<file path="src/rtl/text_video_if.sv">
// Memory-side bus of the text video controller: text RAM and font ROM ports.
// The controller is the master (drives addresses); the memories answer with data.
interface text_video_if #(
    parameter int FONT_AW = 12
);
    logic [16:0]        char_address;
    logic [FONT_AW-1:0] font_address;
    logic [7:0]         char_data;
    logic [7:0]         font_data;

    modport master (output char_address, output font_address,
                    input  char_data,    input  font_data);
    modport slave  (input  char_address, input  font_address,
                    output char_data,    output font_data);
endinterface

</file>
<file path="src/rtl/text_video_ctrl.sv">
// VGA text-mode controller: 8-phase code/attr/glyph fetch, cursor, blink timer,
// registered 12-bit RGB with HS/VS and a one-cycle start-of-vblank interrupt.
module text_video_ctrl #(
    parameter int          H_VIS        = 640,
    parameter int          H_FRONT      = 16,
    parameter int          H_SYNC       = 96,
    parameter int          H_BACK       = 48,
    parameter int          V_VIS        = 400,
    parameter int          V_FRONT      = 12,
    parameter int          V_SYNC       = 2,
    parameter int          V_BACK       = 35,
    parameter bit          HS_POL       = 1'b0,
    parameter bit          VS_POL       = 1'b1,
    parameter int          CHAR_H       = 16,
    parameter logic [16:0] VRAM_BASE    = 17'h1E000,
    parameter int          BLINK_FRAMES = 30
) (
    input  logic         clock,
    input  logic         reset_n,
    text_video_if.master mem,
    input  logic [10:0]  cursor,
    input  logic         cursor_en,
    input  logic [3:0]   cur_start,
    input  logic [3:0]   cur_end,
    input  logic         blink_mode,
    output logic [3:0]   r,
    output logic [3:0]   g,
    output logic [3:0]   b,
    output logic         hs,
    output logic         vs,
    output logic         irq
);
    localparam int          LW       = $clog2(CHAR_H);
    localparam int          COLS     = H_VIS / 8;
    localparam int          ROWS     = V_VIS / CHAR_H;
    localparam int          BW       = $clog2(BLINK_FRAMES + 1);
    localparam logic [10:0] CELLS    = 11'(COLS * ROWS);
    localparam logic [10:0] COLS11   = 11'(COLS);
    localparam logic [10:0] H_LAST   = 11'(H_BACK + H_VIS + H_FRONT + H_SYNC - 1);
    localparam logic [10:0] V_LAST   = 11'(V_BACK + V_VIS + V_FRONT + V_SYNC - 1);
    localparam logic [10:0] HA_BEG   = 11'(H_BACK);
    localparam logic [10:0] HA_END   = 11'(H_BACK + H_VIS);
    localparam logic [10:0] HS_BEG   = 11'(H_BACK + H_VIS + H_FRONT);
    localparam logic [10:0] HS_END   = 11'(H_BACK + H_VIS + H_FRONT + H_SYNC);
    localparam logic [10:0] VA_BEG   = 11'(V_BACK);
    localparam logic [10:0] VA_END   = 11'(V_BACK + V_VIS);
    localparam logic [10:0] VS_BEG   = 11'(V_BACK + V_VIS + V_FRONT);
    localparam logic [10:0] VS_END   = 11'(V_BACK + V_VIS + V_FRONT + V_SYNC);

    logic [10:0]   x, y, x_nxt, y_nxt;
    logic [10:0]   px, row, cell_id;
    logic [2:0]    phase;
    logic [3:0]    line4;
    logic          active;
    logic [7:0]    glyph_n, attr_n, shifter, attr;
    logic          bmode, cur_hit, blink;
    logic [BW-1:0] frame_cnt;
    logic [11:0]   rgb;
    logic [3:0]    fg, bg, cidx;
    logic          show_fg;

    function automatic logic [11:0] palette(input logic [3:0] idx);
        case (idx)
            4'h0: palette = 12'h111;  4'h1: palette = 12'h008;
            4'h2: palette = 12'h080;  4'h3: palette = 12'h088;
            4'h4: palette = 12'h800;  4'h5: palette = 12'h808;
            4'h6: palette = 12'h880;  4'h7: palette = 12'hCCC;
            4'h8: palette = 12'h888;  4'h9: palette = 12'h00F;
            4'hA: palette = 12'h0F0;  4'hB: palette = 12'h0FF;
            4'hC: palette = 12'hF00;  4'hD: palette = 12'hF0F;
            4'hE: palette = 12'hFF0;  default: palette = 12'hFFF;
        endcase
    endfunction

    always_comb begin
        x_nxt = x + 11'd1;
        y_nxt = y;
        if (x == H_LAST) begin
            x_nxt = '0;
            y_nxt = (y == V_LAST) ? '0 : y + 11'd1;
        end
    end

    // Fetch runs one cell (8 px) ahead of the pixel being displayed.
    assign px      = x - HA_BEG + 11'd8;
    assign row     = y - VA_BEG;
    assign phase   = px[2:0];
    assign line4   = 4'(row[LW-1:0]);
    assign cell_id = 11'(px[10:3]) + 11'(row[10:LW]) * COLS11;
    assign active  = (x >= HA_BEG) && (x < HA_END) && (y >= VA_BEG) && (y < VA_END);

    always_comb begin
        fg      = attr[3:0];
        bg      = bmode ? {1'b0, attr[6:4]} : attr[7:4];
        show_fg = cur_hit || (shifter[7] && !(bmode && attr[7] && blink));
        cidx    = show_fg ? fg : bg;
    end

    always_ff @(posedge clock or negedge reset_n) begin
        if (!reset_n) begin
            x                <= '0;
            y                <= '0;
            hs               <= ~HS_POL;
            vs               <= ~VS_POL;
            irq              <= 1'b0;
            rgb              <= '0;
            mem.char_address <= '0;
            mem.font_address <= '0;
            glyph_n          <= '0;
            attr_n           <= '0;
            shifter          <= '0;
            attr             <= '0;
            bmode            <= 1'b0;
            cur_hit          <= 1'b0;
            blink            <= 1'b0;
            frame_cnt        <= '0;
        end else begin
            x   <= x_nxt;
            y   <= y_nxt;
            // Sync/irq decoded from the next count so they stay registered yet align with x.
            hs  <= (x_nxt >= HS_BEG && x_nxt < HS_END) ? HS_POL : ~HS_POL;
            vs  <= (y_nxt >= VS_BEG && y_nxt < VS_END) ? VS_POL : ~VS_POL;
            irq <= (x_nxt == '0) && (y_nxt == VA_END);

            if (irq) begin
                if (frame_cnt == BW'(BLINK_FRAMES - 1)) begin
                    frame_cnt <= '0;
                    blink     <= ~blink;
                end else begin
                    frame_cnt <= frame_cnt + 1'b1;
                end
            end

            case (phase)
                3'd0: mem.char_address <= VRAM_BASE + {5'b0, cell_id, 1'b0};
                3'd2: begin
                    mem.font_address <= {mem.char_data, row[LW-1:0]};
                    mem.char_address <= mem.char_address + 17'd1;
                end
                3'd4: begin
                    glyph_n <= mem.font_data;
                    attr_n  <= mem.char_data;
                end
                default: ;
            endcase

            if (phase == 3'd7) begin
                shifter <= glyph_n;
                attr    <= attr_n;
                bmode   <= blink_mode;
                cur_hit <= cursor_en && blink && (cursor == cell_id) && (cursor < CELLS) &&
                           (cur_start <= line4) && (line4 <= cur_end);
            end else begin
                shifter <= {shifter[6:0], 1'b0};
            end

            rgb <= active ? palette(cidx) : '0;
        end
    end

    assign r = rgb[11:8];
    assign g = rgb[7:4];
    assign b = rgb[3:0];
endmodule
</file>
<file path="src/flat_wrapper.sv">
// flat-port wrapper written by rule: the top's interface ports become plain ports
module text_video_ctrl_flat 
#(
    parameter int          H_VIS        = 640,
    parameter int          H_FRONT      = 16,
    parameter int          H_SYNC       = 96,
    parameter int          H_BACK       = 48,
    parameter int          V_VIS        = 400,
    parameter int          V_FRONT      = 12,
    parameter int          V_SYNC       = 2,
    parameter int          V_BACK       = 35,
    parameter bit          HS_POL       = 1'b0,
    parameter bit          VS_POL       = 1'b1,
    parameter int          CHAR_H       = 16,
    parameter logic [16:0] VRAM_BASE    = 17'h1E000,
    parameter int          BLINK_FRAMES = 30
)
  (clock, reset_n, cursor, cursor_en, cur_start, cur_end, blink_mode, r, g, b, hs, vs, irq, mem_char_address, mem_font_address, mem_char_data, mem_font_data);
  text_video_if mem_i ();
  input  logic clock;
  input  logic reset_n;
  input  logic [10:0] cursor;
  input  logic cursor_en;
  input  logic [3:0] cur_start;
  input  logic [3:0] cur_end;
  input  logic blink_mode;
  output logic [3:0] r;
  output logic [3:0] g;
  output logic [3:0] b;
  output logic hs;
  output logic vs;
  output logic irq;
  output wire logic [$bits(mem_i.char_address)-1:0] mem_char_address;
  output wire logic [$bits(mem_i.font_address)-1:0] mem_font_address;
  input wire logic [$bits(mem_i.char_data)-1:0] mem_char_data;
  input wire logic [$bits(mem_i.font_data)-1:0] mem_font_data;
  assign mem_char_address = mem_i.char_address;
  assign mem_font_address = mem_i.font_address;
  assign mem_i.char_data = mem_char_data;
  assign mem_i.font_data = mem_font_data;
  text_video_ctrl #(.H_VIS(H_VIS), .H_FRONT(H_FRONT), .H_SYNC(H_SYNC), .H_BACK(H_BACK), .V_VIS(V_VIS), .V_FRONT(V_FRONT), .V_SYNC(V_SYNC), .V_BACK(V_BACK), .HS_POL(HS_POL), .VS_POL(VS_POL), .CHAR_H(CHAR_H), .VRAM_BASE(VRAM_BASE), .BLINK_FRAMES(BLINK_FRAMES)) u_core (.clock(clock), .reset_n(reset_n), .mem(mem_i), .cursor(cursor), .cursor_en(cursor_en), .cur_start(cur_start), .cur_end(cur_end), .blink_mode(blink_mode), .r(r), .g(g), .b(b), .hs(hs), .vs(vs), .irq(irq));
endmodule
</file>
<file path="config.mk">
export PLATFORM = sky130hd
export DESIGN_NAME = text_video_ctrl_flat
export DESIGN_NICKNAME = d
export VERILOG_FILES = /design/src/rtl/text_video_if.sv /design/src/rtl/text_video_ctrl.sv /design/src/flat_wrapper.sv
export SDC_FILE = /design/constraint.sdc
export NUM_CORES = 1
export LEC_CHECK = 0
export ABC_AREA = 1
export CELL_PAD_IN_SITES_DETAIL_PLACEMENT = 0
export CELL_PAD_IN_SITES_GLOBAL_PLACEMENT = 2
export CORE_AREA = 5 5 151 153
export DETAILED_ROUTE_END_ITERATION = 10
export DIE_AREA = 0 0 156 158
export GPL_TIMING_DRIVEN = 0
export MAX_ROUTING_LAYER = met4
export PLACE_DENSITY = 0.82
export SLEW_MARGIN = 20
export SYNTH_ARGS = -nofsm -noshare
export SYNTH_HDL_FRONTEND = slang
export SYNTH_SLANG_ARGS = --single-unit
</file>
<file path="constraint.sdc">
create_clock -name clock -period 5.2 [get_ports clock]
set_input_delay 0.52 -clock clock [delete_from_list [all_inputs] [get_ports clock]]
set_output_delay 0.52 -clock clock [all_outputs]
set_load 0.02 [all_outputs]
</file>
==> results of run 1 <==
metrics by stage:
step,total power [mW],area [um^2],TNS (ns)
finish,1.61,7730,0
global route,1.67,7730,0
CTS,1.63,7730,0
detailed placement,0.968,7460,0
global placement,0.965,7430,-71.66
floorplan,0.898,6260,0
layout make-up:
type                    instances  share of cell area (%)
multi-input cells             574                    39.3
flip-flops and latches        106                    34.3
repair buffers                 83                    11.0
inverters                     125                    6.07
well taps                     280                    4.53
clock buffers                  11                    3.01
plain buffers                  20                    1.26
clock inverters                 5                   0.486
worst max-delay path by stage:
stage | from | end | slack [ns] | cells after the start
floorplan | u_core.y[0]$_DFF_PN0_ | u_core.cur_hit$_DFFE_PN0P_ | 2.13 | 18
global placement | reset_n | u_core.x[4]$_DFF_PN0_ | -0.70 | 1
detailed placement | u_core.y[0]$_DFF_PN0_ | u_core.cur_hit$_DFFE_PN0P_ | 1.58 | 18
CTS | u_core.y[0]$_DFF_PN0_ | u_core.cur_hit$_DFFE_PN0P_ | 1.57 | 18
global route | u_core.y[0]$_DFF_PN0_ | u_core.cur_hit$_DFFE_PN0P_ | 1.22 | 18
finish | u_core.y[0]$_DFF_PN0_ | u_core.cur_hit$_DFFE_PN0P_ | 1.56 | 18
flip-flops by register name (all words and copies together) (netlist names), 5 cells and up:
| register | count |
|---|---|
| u_core.shifter | 8 |
| u_core.glyph_n | 8 |
| u_core.attr_n | 8 |
| u_core.attr | 8 |
| u_core.mem.font_address | 12 |
| u_core.x | 11 |
| u_core.mem.char_address | 17 |
| u_core.rgb | 12 |
| u_core.frame_cnt | 5 |
| u_core.y | 11 |
cell families after synthesis:
| kind of cell | synth area share, % |
|---|---|
| simple gates | 27.5 |
| xor+xnor | 3.92 |
| mux | 1.44 |
| flops | 42.4 |
| fa+ha+maj | 6.44 |
| buf+inv | 9.06 |
| compound gates | 9.24 |
worst max-delay path: cells and delay by family (launching register included):
kind	cells	cell delay (ns)
adder cells (fa/ha/maj)	3	1.16
flip-flops	1	0.59
AO/OA/AOI/OAI	1	0.12
XOR/XNOR	1	0.36
buffers and inverters	2	0.15
AND/OR/NAND/NOR	11	1.15
power by group through the flow:
stage / registers (mW) / logic [mW] / clock network [mW]
after floorplan: 0.865 / 0.0331 / 0
after global placement: 0.863 / 0.102 / 0
after detailed placement: 0.863 / 0.105 / 0
after CTS: 0.847 / 0.106 / 0.677
after global routing: 0.848 / 0.117 / 0.707
final: 0.847 / 0.103 / 0.658
routing by layer:
layer / vias to the layer above / track usage (%) / routed length [um]
li1: 2819 / - / -
met1: 2546 / 18.7 / 8210
met2: 74 / 22.7 / 7860
met3: 10 / 2.10 / 594
met4: 0 / 3.50 / 168
met5: - / - / 0
cell usage in the layout (no fill, tap or decap), types with 16 or more instances in the layout:
master / netlist / routed
ha_1: 29 / 29
dfrtp_1: 105 / 105
nand4_1: 16 / 16
clkdlybuf4s50_1: 0 / 81
clkbuf_1: 14 / 16
o21ai_0: 64 / 64
nor2_1: 71 / 71
inv_1: 124 / 124
nand3_1: 61 / 61
xor2_1: 22 / 22
nand2_1: 223 / 223
==> results_dict.tcl, run 1 <==
set metrics [dict create \
    cts_made_buffers 9 \
    io_buffers 82 \
    cts_sinks 106 \
    clock_skew_ns 0.00969 \
    r2r_end "u_core.cur_hit$_DFFE_PN0P_" \
    cts_post_setup_buffers_inserted 0 \
    hpwl_um 13200 \
    gp_congestion 0.844 \
    cts.reportedPaths.clkPinSlew_ns 0.08 \
    cts_resized 0 \
    synth_fp_nets 895 \
    cts_buffer_depth 2 \
    power_leakage_nw 3.84 \
    cp_common_cell "nand2_1" \
    tightestPinTransition_ns 0.734 \
    grt_pass1_vias 5272 \
    routedWlPerCell_um 14.0 \
    cts_tree "done" \
    hold_violations 0 \
    antenna_found_initial 0 \
    synth_seq_cells 106 \
    synthTopCellsByCount "nand2_1, inv_1, dfrtp_1, nor2_1, o21ai_0" \
    slowest_stage "dfrtp_1" \
    synth_top_area_share_pct 42.0 \
    fmax_mhz 275 \
    critPathArrivalTime_ns 3.88 \
    synthesis.area_mm2 0.00626 \
    path_class "flip-flop to flip-flop" \
    final_nets 989 \
    cts_hold_buf 0 \
    required_ns 5.44 \
    gr-total-overflow 0 \
    slew_viol_final 0 \
    grt_start_max_net_pins 75 \
    drc 0 \
    die_area_mm2 0.0246 \
    yosysWarningCount 0 \
    whs_ns 0.0501 \
    fin_util_pct 36.1 \
    p_switching_mw 0.390 \
    core_area_mm2 0.0214 \
    nFillCells 2292 \
    dp_slack_ns 1.58 \
    rsz0062_at_grt "false" \
    setup_viol 0 \
    hold_path_class "primary input to async pin" \
    timing.final.crit_period_ns 3.64 \
    pwr_density_cell_mw_per_mm2 208 \
    root_buffer "clkbuf_16" \
    wl_um 16800 \
    yosys.area.top_type "dfrtp_1" \
    maxSlewHeadroom_pct 50.5 \
    pwr-share-seq_pct 52.7 \
    p_int_mw 1.22 \
    dr.pass1.iters 5 \
    critPathLaunchType "flip-flop" \
    yosysSeqAreaShare_pct 42.4 \
    grt_pass1_wl_um 27100 \
    grtUsageTotal_pct 14.1 \
    seq_area_mm2 0.00265 \
    core.rowCount 54 \
    drive_gt1_share_pct 5.19 \
    synth_edf_count 0 \
    io_pins 83 \
    vias 5449 \
    slowest_delay_ns 0.59 \
    reg2regPathDepth 18 \
    die_h_um 158 \
    instances_no_fill 1204 \
    swShare_pct 24.3 \
    pwr-share-clk_pct 40.9 \
    end_kind "flip-flop" \
    dp_cells 1188 \
    antenna_cells 0 \
    syn_inst 825 \
    vdd_drop_max_v 0.000112 \
    synth.avg_cell_area_um2 7.58 \
    path_cells "ha_1, inv_1, nand3_1, nand2_1, xor2_1, a21oi_1, ha_1, fa_1, nand2_1, or2_2, nand3_1, nand2_1, nand2_1, nand2_1, nand2_1, inv_1, nand4_1, nand2_1" \
    yosysMostFrequentCell "nand2_1" \
    async_reset_ff_share_pct 100 \
    h-tree-depth 3 \
    die-width_um 156 \
    insertion_delay_ns 0.35 \
    area_growth_pct 23.5 \
    rrSetupSlack_ns 1.56 \
    regToRegStartpoint "u_core.y[0]$_DFF_PN0_" \
    synth_cell_types 42 \
    multi_input_area_mm2 0.00304 \
    synth-main-ff-cell "dfrtp_1" \
    synthTopCellsByArea "dfrtp_1, nand2_1, inv_1" \
    drtIter0Drc 166 \
    drv_cap 0 \
    crit_fanout 8 \
    status "complete, no violations" \
    setup_slack_ns 1.56 \
    start_util_pct 29.2 \
    min_period_over_period_pct 69.9 \
    pwr-share-comb_pct 6.4 \
    ant_nets 0 \
    via_per_inst 4.53 \
]
Note: power is estimated with default switching activity, not from simulation.
==> inputs of run 2 (changes only) <==
==> constraint.sdc (replaced) <==
create_clock -name clock -period 3.5 [get_ports clock]
set_input_delay 0.35 -clock clock [delete_from_list [all_inputs] [get_ports clock]]
set_output_delay 0.35 -clock clock [all_outputs]
set_load 0.02 [all_outputs]
==> run 2 against run 1 <==
Compared with the run above: register-to-register slack worse by 1.3 ns; global-route usage about the same; via count down 0.51%; sequential power grew 49%; worst hold slack gained 0.40 ns; combinational power rose by 50%; critical path depth decreased by 1; utilization up 0.39 points; power grew 49%; worst setup slack worse by 1.3 ns; largest cell class unchanged; highest routed layer unchanged.
==> results_dict.tcl, run 2 (synthesis gave the netlist of run 1 again) <==
set metrics [dict create \
    critPathArrivalTime_ns 3.48 \
    hold_path_class "primary input to async pin" \
    via_per_inst 4.48 \
    grt_pass1_wl_um 27000 \
    root_buffer "clkbuf_16" \
    setup_viol 0 \
    required_ns 3.74 \
    drc 0 \
    start_util_pct 29.2 \
    pwr-share-seq_pct 52.5 \
    ant_nets 0 \
    die-width_um 156 \
    h-tree-depth 3 \
    grtUsageTotal_pct 14.1 \
    maxSlewHeadroom_pct 50.7 \
    met1_usage_pct 18.7 \
    drive_gt1_share_pct 6.46 \
    core.rowCount 54 \
    hold_violations 0 \
    clock_skew_ns 0.0104 \
    cp_common_cell "nand2_1" \
    die_h_um 158 \
    nFillCells 2286 \
    vdd_drop_max_v 0.000166 \
    cts_sinks 106 \
    largest_reg_flops 17 \
    hpwl_um 13200 \
    cts_made_buffers 9 \
    cp_num_buf_inv 3 \
    critPathLaunchType "flip-flop" \
    fmax_mhz 308 \
    met2_usage_pct 22.7 \
    crit_family "adder cells" \
    gr-total-overflow 0 \
    reg_top3 "u_core.mem.char_address (17), u_core.mem.font_address (12), u_core.rgb (12)" \
    drv_cap 0 \
    wl_um 17000 \
    vias 5421 \
    final_nets 994 \
    insertion_delay_ns 0.35 \
    pwr-share-comb_pct 6.4 \
    p_int_mw 1.81 \
    end_kind "flip-flop" \
    grt_pass1_vias 5271 \
    crit_fanout 5 \
    slowest_stage "fa_1" \
    slowest_delay_ns 0.55 \
    p_switching_mw 0.585 \
    whs_ns 0.449 \
    grt_start_max_net_pins 75 \
    grt.busiest_layer "met2" \
    slew_viol_final 0 \
    mostFrequentLayoutCells "nand2_1, inv_1, dfrtp_1, clkdlybuf4s50_1, nor2_1" \
    top_register "u_core.mem.char_address" \
    met3_usage_pct 2.10 \
    cts_tree "done" \
    pwr_density_cell_mw_per_mm2 307 \
    routedWlPerCell_um 14.0 \
    final_common_cell "nand2_1" \
    setup_tns_ns 0 \
    pwr-share-clk_pct 41.1 \
    antenna_cells 0 \
    cts_buffer_depth 2 \
    io_buffers 82 \
    fin_util_pct 36.5 \
    min_period_over_period_pct 92.7 \
    antenna_found_initial 0 \
    path_class "flip-flop to flip-flop" \
    area_growth_pct 24.8 \
    die_area_mm2 0.0246 \
    timing.final.crit_period_ns 3.24 \
    io_pins 83 \
    swShare_pct 24.4 \
    drtIter0Drc 199 \
    status "complete, no violations" \
    cts.reportedPaths.clkPinSlew_ns 0.08 \
    gp_congestion 0.844 \
    tightestPinTransition_ns 0.732 \
    core_area_mm2 0.0214 \
    dr.pass1.iters 4 \
    power_leakage_nw 3.87 \
    path_cells "inv_1, a31oi_2, o21bai_1, inv_1, ha_1, ha_1, fa_1, nand2_1, or2_2, nand3_1, nand2_1, nand2_1, nand2_1, nand2_1, inv_1, nand4_1, nand2_1" \
    power_mw 2.39 \
]
run 2: cell count changes in the layout (fill, tap and decap cells not counted), sizes merged:
cell / before / now
buf: 8 / 13
clkbuf: 25 / 24
dlygate4sd3: 0 / 1
run 2: path summary, 6_finish.rpt:
path / start / endpoint / slack (ns) / cells after the start
min in group clock: u_core.shifter[1]$_DFF_PN0_ / u_core.shifter[2]$_DFF_PN0_ / 0.45 / 2
min reg2reg: u_core.shifter[1]$_DFF_PN0_ / u_core.shifter[2]$_DFF_PN0_ / 0.45 / 2
max: u_core.y[4]$_DFF_PN0_ / u_core.cur_hit$_DFFE_PN0P_ / 0.26 / 17
max in group asynchronous: reset_n / u_core.x[1]$_DFF_PN0_ / 2.37 / 3
min: reset_n / u_core.frame_cnt[0]$_DFFE_PN0P_ / 0.45 / 2
max reg2reg: u_core.y[4]$_DFF_PN0_ / u_core.cur_hit$_DFFE_PN0P_ / 0.26 / 17
run 2: cell type report:
type	instances	area (um^2)	share of cell area [%]
Buffer	19	93.8	1.20
Clock buffer	11	233	2.98
Clock inverter	5	37.5	0.481
Inverter	125	469	6.01
Multi-Input combinational cell	574	3070	39.4
Sequential cell	106	2660	34.0
Tap cell	280	350	4.49
Timing Repair Buffer	89	897	11.5
run 2: routing by layer:
layer	up-vias	wire [um]	part of all wire, %
li1	2827	-	-
met1	2511	8260	49
met2	73	7930	47
met3	10	587	3.5
met4	0	168	0.99
met5	-	0	0
run 2: per-stage QoR:
| step | cells | cell area (um^2) | setup slack (ns) |
|---|---|---|---|
| after floorplan | 825 | 6260 | 0.426 |
| after global placement | 1187 | 7430 | -2.23 |
| after detailed placement | 1188 | 7460 | -0.120 |
| after CTS | 1205 | 7740 | 0.0194 |
| after global routing | 1209 | 7810 | -0.0107 |
| final | 1209 | 7810 | 0.256 |
run 2: repair_timing:
action | in CTS | in global routing
setup buffers | 0 | 5
hold buffers | 1 | 0
resized for setup | 2 | 8
endpoints found under the setup margin | 2 | 4
pin swaps | 0 | 1
endpoints found under the hold margin | 31 | 0
run 2: power groups by stage:
stage	Sequential, mW	Clock (mW)	Combinational [mW]
floorplan	1.29	0	0.0491
global placement	1.28	0	0.151
detailed placement	1.28	0	0.156
CTS	1.26	1.01	0.158
global route	1.26	1.05	0.176
finish	1.26	0.983	0.154
==> inputs of run 3 (changes only) <==
--- a/config.mk
+++ b/config.mk
@@ -8,12 +8,12 @@
 export ABC_AREA = 1
 export CELL_PAD_IN_SITES_DETAIL_PLACEMENT = 0
 export CELL_PAD_IN_SITES_GLOBAL_PLACEMENT = 2
-export CORE_AREA = 5 5 151 153
+export CORE_AREA = 5 5 153 155
 export DETAILED_ROUTE_END_ITERATION = 10
-export DIE_AREA = 0 0 156 158
+export DIE_AREA = 0 0 158 160
 export GPL_TIMING_DRIVEN = 0
 export MAX_ROUTING_LAYER = met4
-export PLACE_DENSITY = 0.82
+export PLACE_DENSITY = 0.83
 export SLEW_MARGIN = 20
 export SYNTH_ARGS = -nofsm -noshare
 export SYNTH_HDL_FRONTEND = slang
==> constraint.sdc (replaced) <==
create_clock -name clock -period 2.84 [get_ports clock]
set_input_delay 0.284 -clock clock [delete_from_list [all_inputs] [get_ports clock]]
set_output_delay 0.284 -clock clock [all_outputs]
set_load 0.02 [all_outputs]
==> run 3 against run 2 <==
Compared with the run above: the run now ends with negative setup slack left; final cell count rose by 1.5%; critical path depth fell by 1; utilization rose by 1.6 points; maximum frequency rose by 4.8%; clock skew rose by 0.0031 ns; die area rose by 2.6%; via count rose by 1.6%; first-iteration DRC count rose by 74%; critical path type unchanged; largest power group unchanged; highest routed layer unchanged.
==> results_dict.tcl, run 3 (synthesis gave the netlist of run 1 again) <==
set metrics [dict create \
    status "finished with violations" \
    violations "negative setup slack" \
    rsz0062_at_grt "true" \
    clock_skew_ns 0.0135 \
    crit_family "simple AND/OR/NAND/NOR gates" \
    cts_made_buffers 9 \
    drtIter0Drc 346 \
    mostFrequentLayoutCells "nand2_1, inv_1, dfrtp_1, clkdlybuf4s50_1, nor2_1" \
    via_per_inst 4.49 \
    grt_pass1_vias 5432 \
    routedWlPerCell_um 13.8 \
    maxSlewHeadroom_pct 55.3 \
    pwr_density_cell_mw_per_mm2 371 \
    grtUsageTotal_pct 14.1 \
    min_period_over_period_pct 109 \
    wl_um 17000 \
    fmax_mhz 323 \
    setup_tns_ns -0.691 \
    cts.reportedPaths.clkPinSlew_ns 0.08 \
    ant_nets 0 \
    insertion_delay_ns 0.36 \
    hold_violations 0 \
    vias 5507 \
    gr-total-overflow 0 \
    core_area_mm2 0.0217 \
    grt_start_max_net_pins 73 \
    tightestPinTransition_ns 0.670 \
    crit_fanout 4 \
    required_ns 3.13 \
    start_util_pct 28.8 \
    path_class "flip-flop to flip-flop" \
    cts_buffer_depth 2 \
    critPathLaunchType "flip-flop" \
    timing.final.crit_period_ns 3.10 \
    slew_viol_final 0 \
    antenna_cells 0 \
    end_kind "flip-flop" \
    io_buffers 82 \
    drive_gt1_share_pct 13.0 \
    path_cells "nor2_4, a31oi_4, o21ai_2, o21ai_4, ha_4, ha_4, fa_2, nand2_2, or2_4, nand3_2, nand2_2, nand2_2, nor2_1, nor2_1, nand4_1, nand2_1" \
    largest_reg_flops 17 \
    root_buffer "clkbuf_16" \
    cts_sinks 106 \
    hpwl_um 13100 \
    setup_slack_ns -0.255 \
    slowest_stage "fa_2" \
    gp_congestion 0.804 \
    fin_util_pct 38.0 \
    cts_tree "done" \
    cp_num_buf_inv 0 \
    area_growth_pct 31.8 \
    die-width_um 158 \
    antenna_found_initial 0 \
    dr.pass1.iters 4 \
    final_common_cell "nand2_1" \
    final_nets 1012 \
    h-tree-depth 3 \
    critPathArrivalTime_ns 3.38 \
    power_leakage_nw 4.04 \
    drv_cap 0 \
    hold_path_class "primary input to async pin" \
    vdd_drop_max_v 0.000204 \
    core.rowCount 54 \
    setup_viol 4 \
    drc 0 \
    io_pins 83 \
    die_area_mm2 0.0253 \
    cp_common_cell "nand2_2" \
    nFillCells 2236 \
    top_register "u_core.mem.char_address" \
    slowest_delay_ns 0.63 \
    reg_top3 "u_core.mem.char_address (17), u_core.mem.font_address (12), u_core.rgb (12)" \
    grt_pass1_wl_um 27900 \
    die_h_um 160 \
]
==> run 3: cell count changes in the layout (fill, tap and decap cells not counted), moves of 4 or more <==
cell	before	now
nand2_2	5	13
nand2_1	221	210
inv_1	123	117
nand3_1	61	57
o21ai_0	63	58
buf_4	6	21
dfrtp_1	104	100
ha_1	28	22
inv_2	2	7
ha_4	0	7
dfrtp_2	1	5
==> run 3: what timing repair did <==
action	in CTS	in global routing
endpoints found under the hold margin	34	0
endpoints found under the setup margin	5	5
pin swaps	15	23
hold buffers	1	0
gates resized for setup	35	25
cloned	0	0
buffers inserted	16	7
==> run 3: per-layer routing <==
metal | global-route usage (%) | share of wire, % | up-vias
li1 | - | - | 2874
met1 | 18.3 | 47 | 2547
met2 | 23.2 | 49 | 78
met3 | 2.35 | 2.9 | 8
met4 | 2.79 | 0.68 | 0
met5 | - | 0 | -
==> run 3: area by class of cell <==
type | instances | area (um^2) | area share [%]
multi-input cells | 574 | 3310 | 40.2
flip-flops and latches | 106 | 2660 | 32.3
repair buffers | 107 | 1040 | 12.7
inverters | 125 | 472 | 5.72
well taps | 280 | 350 | 4.25
clock buffers | 11 | 243 | 2.94
plain buffers | 19 | 93.8 | 1.14
clock inverters | 5 | 67.6 | 0.820
==> run 3: power by group <==
part	switching, mW	internal [mW]	total, mW	leakage [nW]
registers	0.0130	1.54	1.55	1.30
logic	0.0976	0.0893	0.187	2.59
clock network	0.598	0.724	1.32	0.153
total	0.708	2.35	3.06	4.04
==> run 3: worst paths after layout <==
check                                                  from                          end  slack [ns]  cells past startpoint
worst max register to register        u_core.y[3]$_DFF_PN0_   u_core.cur_hit$_DFFE_PN0P_       -0.26                     16
worst min register to register  u_core.shifter[5]$_DFF_PN0_  u_core.shifter[6]$_DFF_PN0_        0.43                      2
worst max-delay path                  u_core.y[3]$_DFF_PN0_   u_core.cur_hit$_DFFE_PN0P_       -0.26                     16
max in group asynchronous                           reset_n        u_core.y[5]$_DFF_PN0_        1.75                      3
min in group clock              u_core.shifter[5]$_DFF_PN0_  u_core.shifter[6]$_DFF_PN0_        0.43                      2
worst min-delay path                                reset_n     u_core.rgb[10]$_DFF_PN0_        0.39                      2
==> run 3: metrics by stage <==
step	power (mW)	instances	worst slack (ns)	area (um^2)	hold WS, ns
2_1_floorplan	1.64	825	-0.0161	6300	-0.0116
3_3_place_gp	1.76	1187	-3.21	7470	0.421
3_5_place_dp	1.77	1188	-0.586	7500	0.206
4_1_cts	3.11	1220	-0.186	8110	0.406
5_1_grt	3.19	1227	-0.402	8240	0.411
6_report	3.06	1227	-0.255	8240	0.385
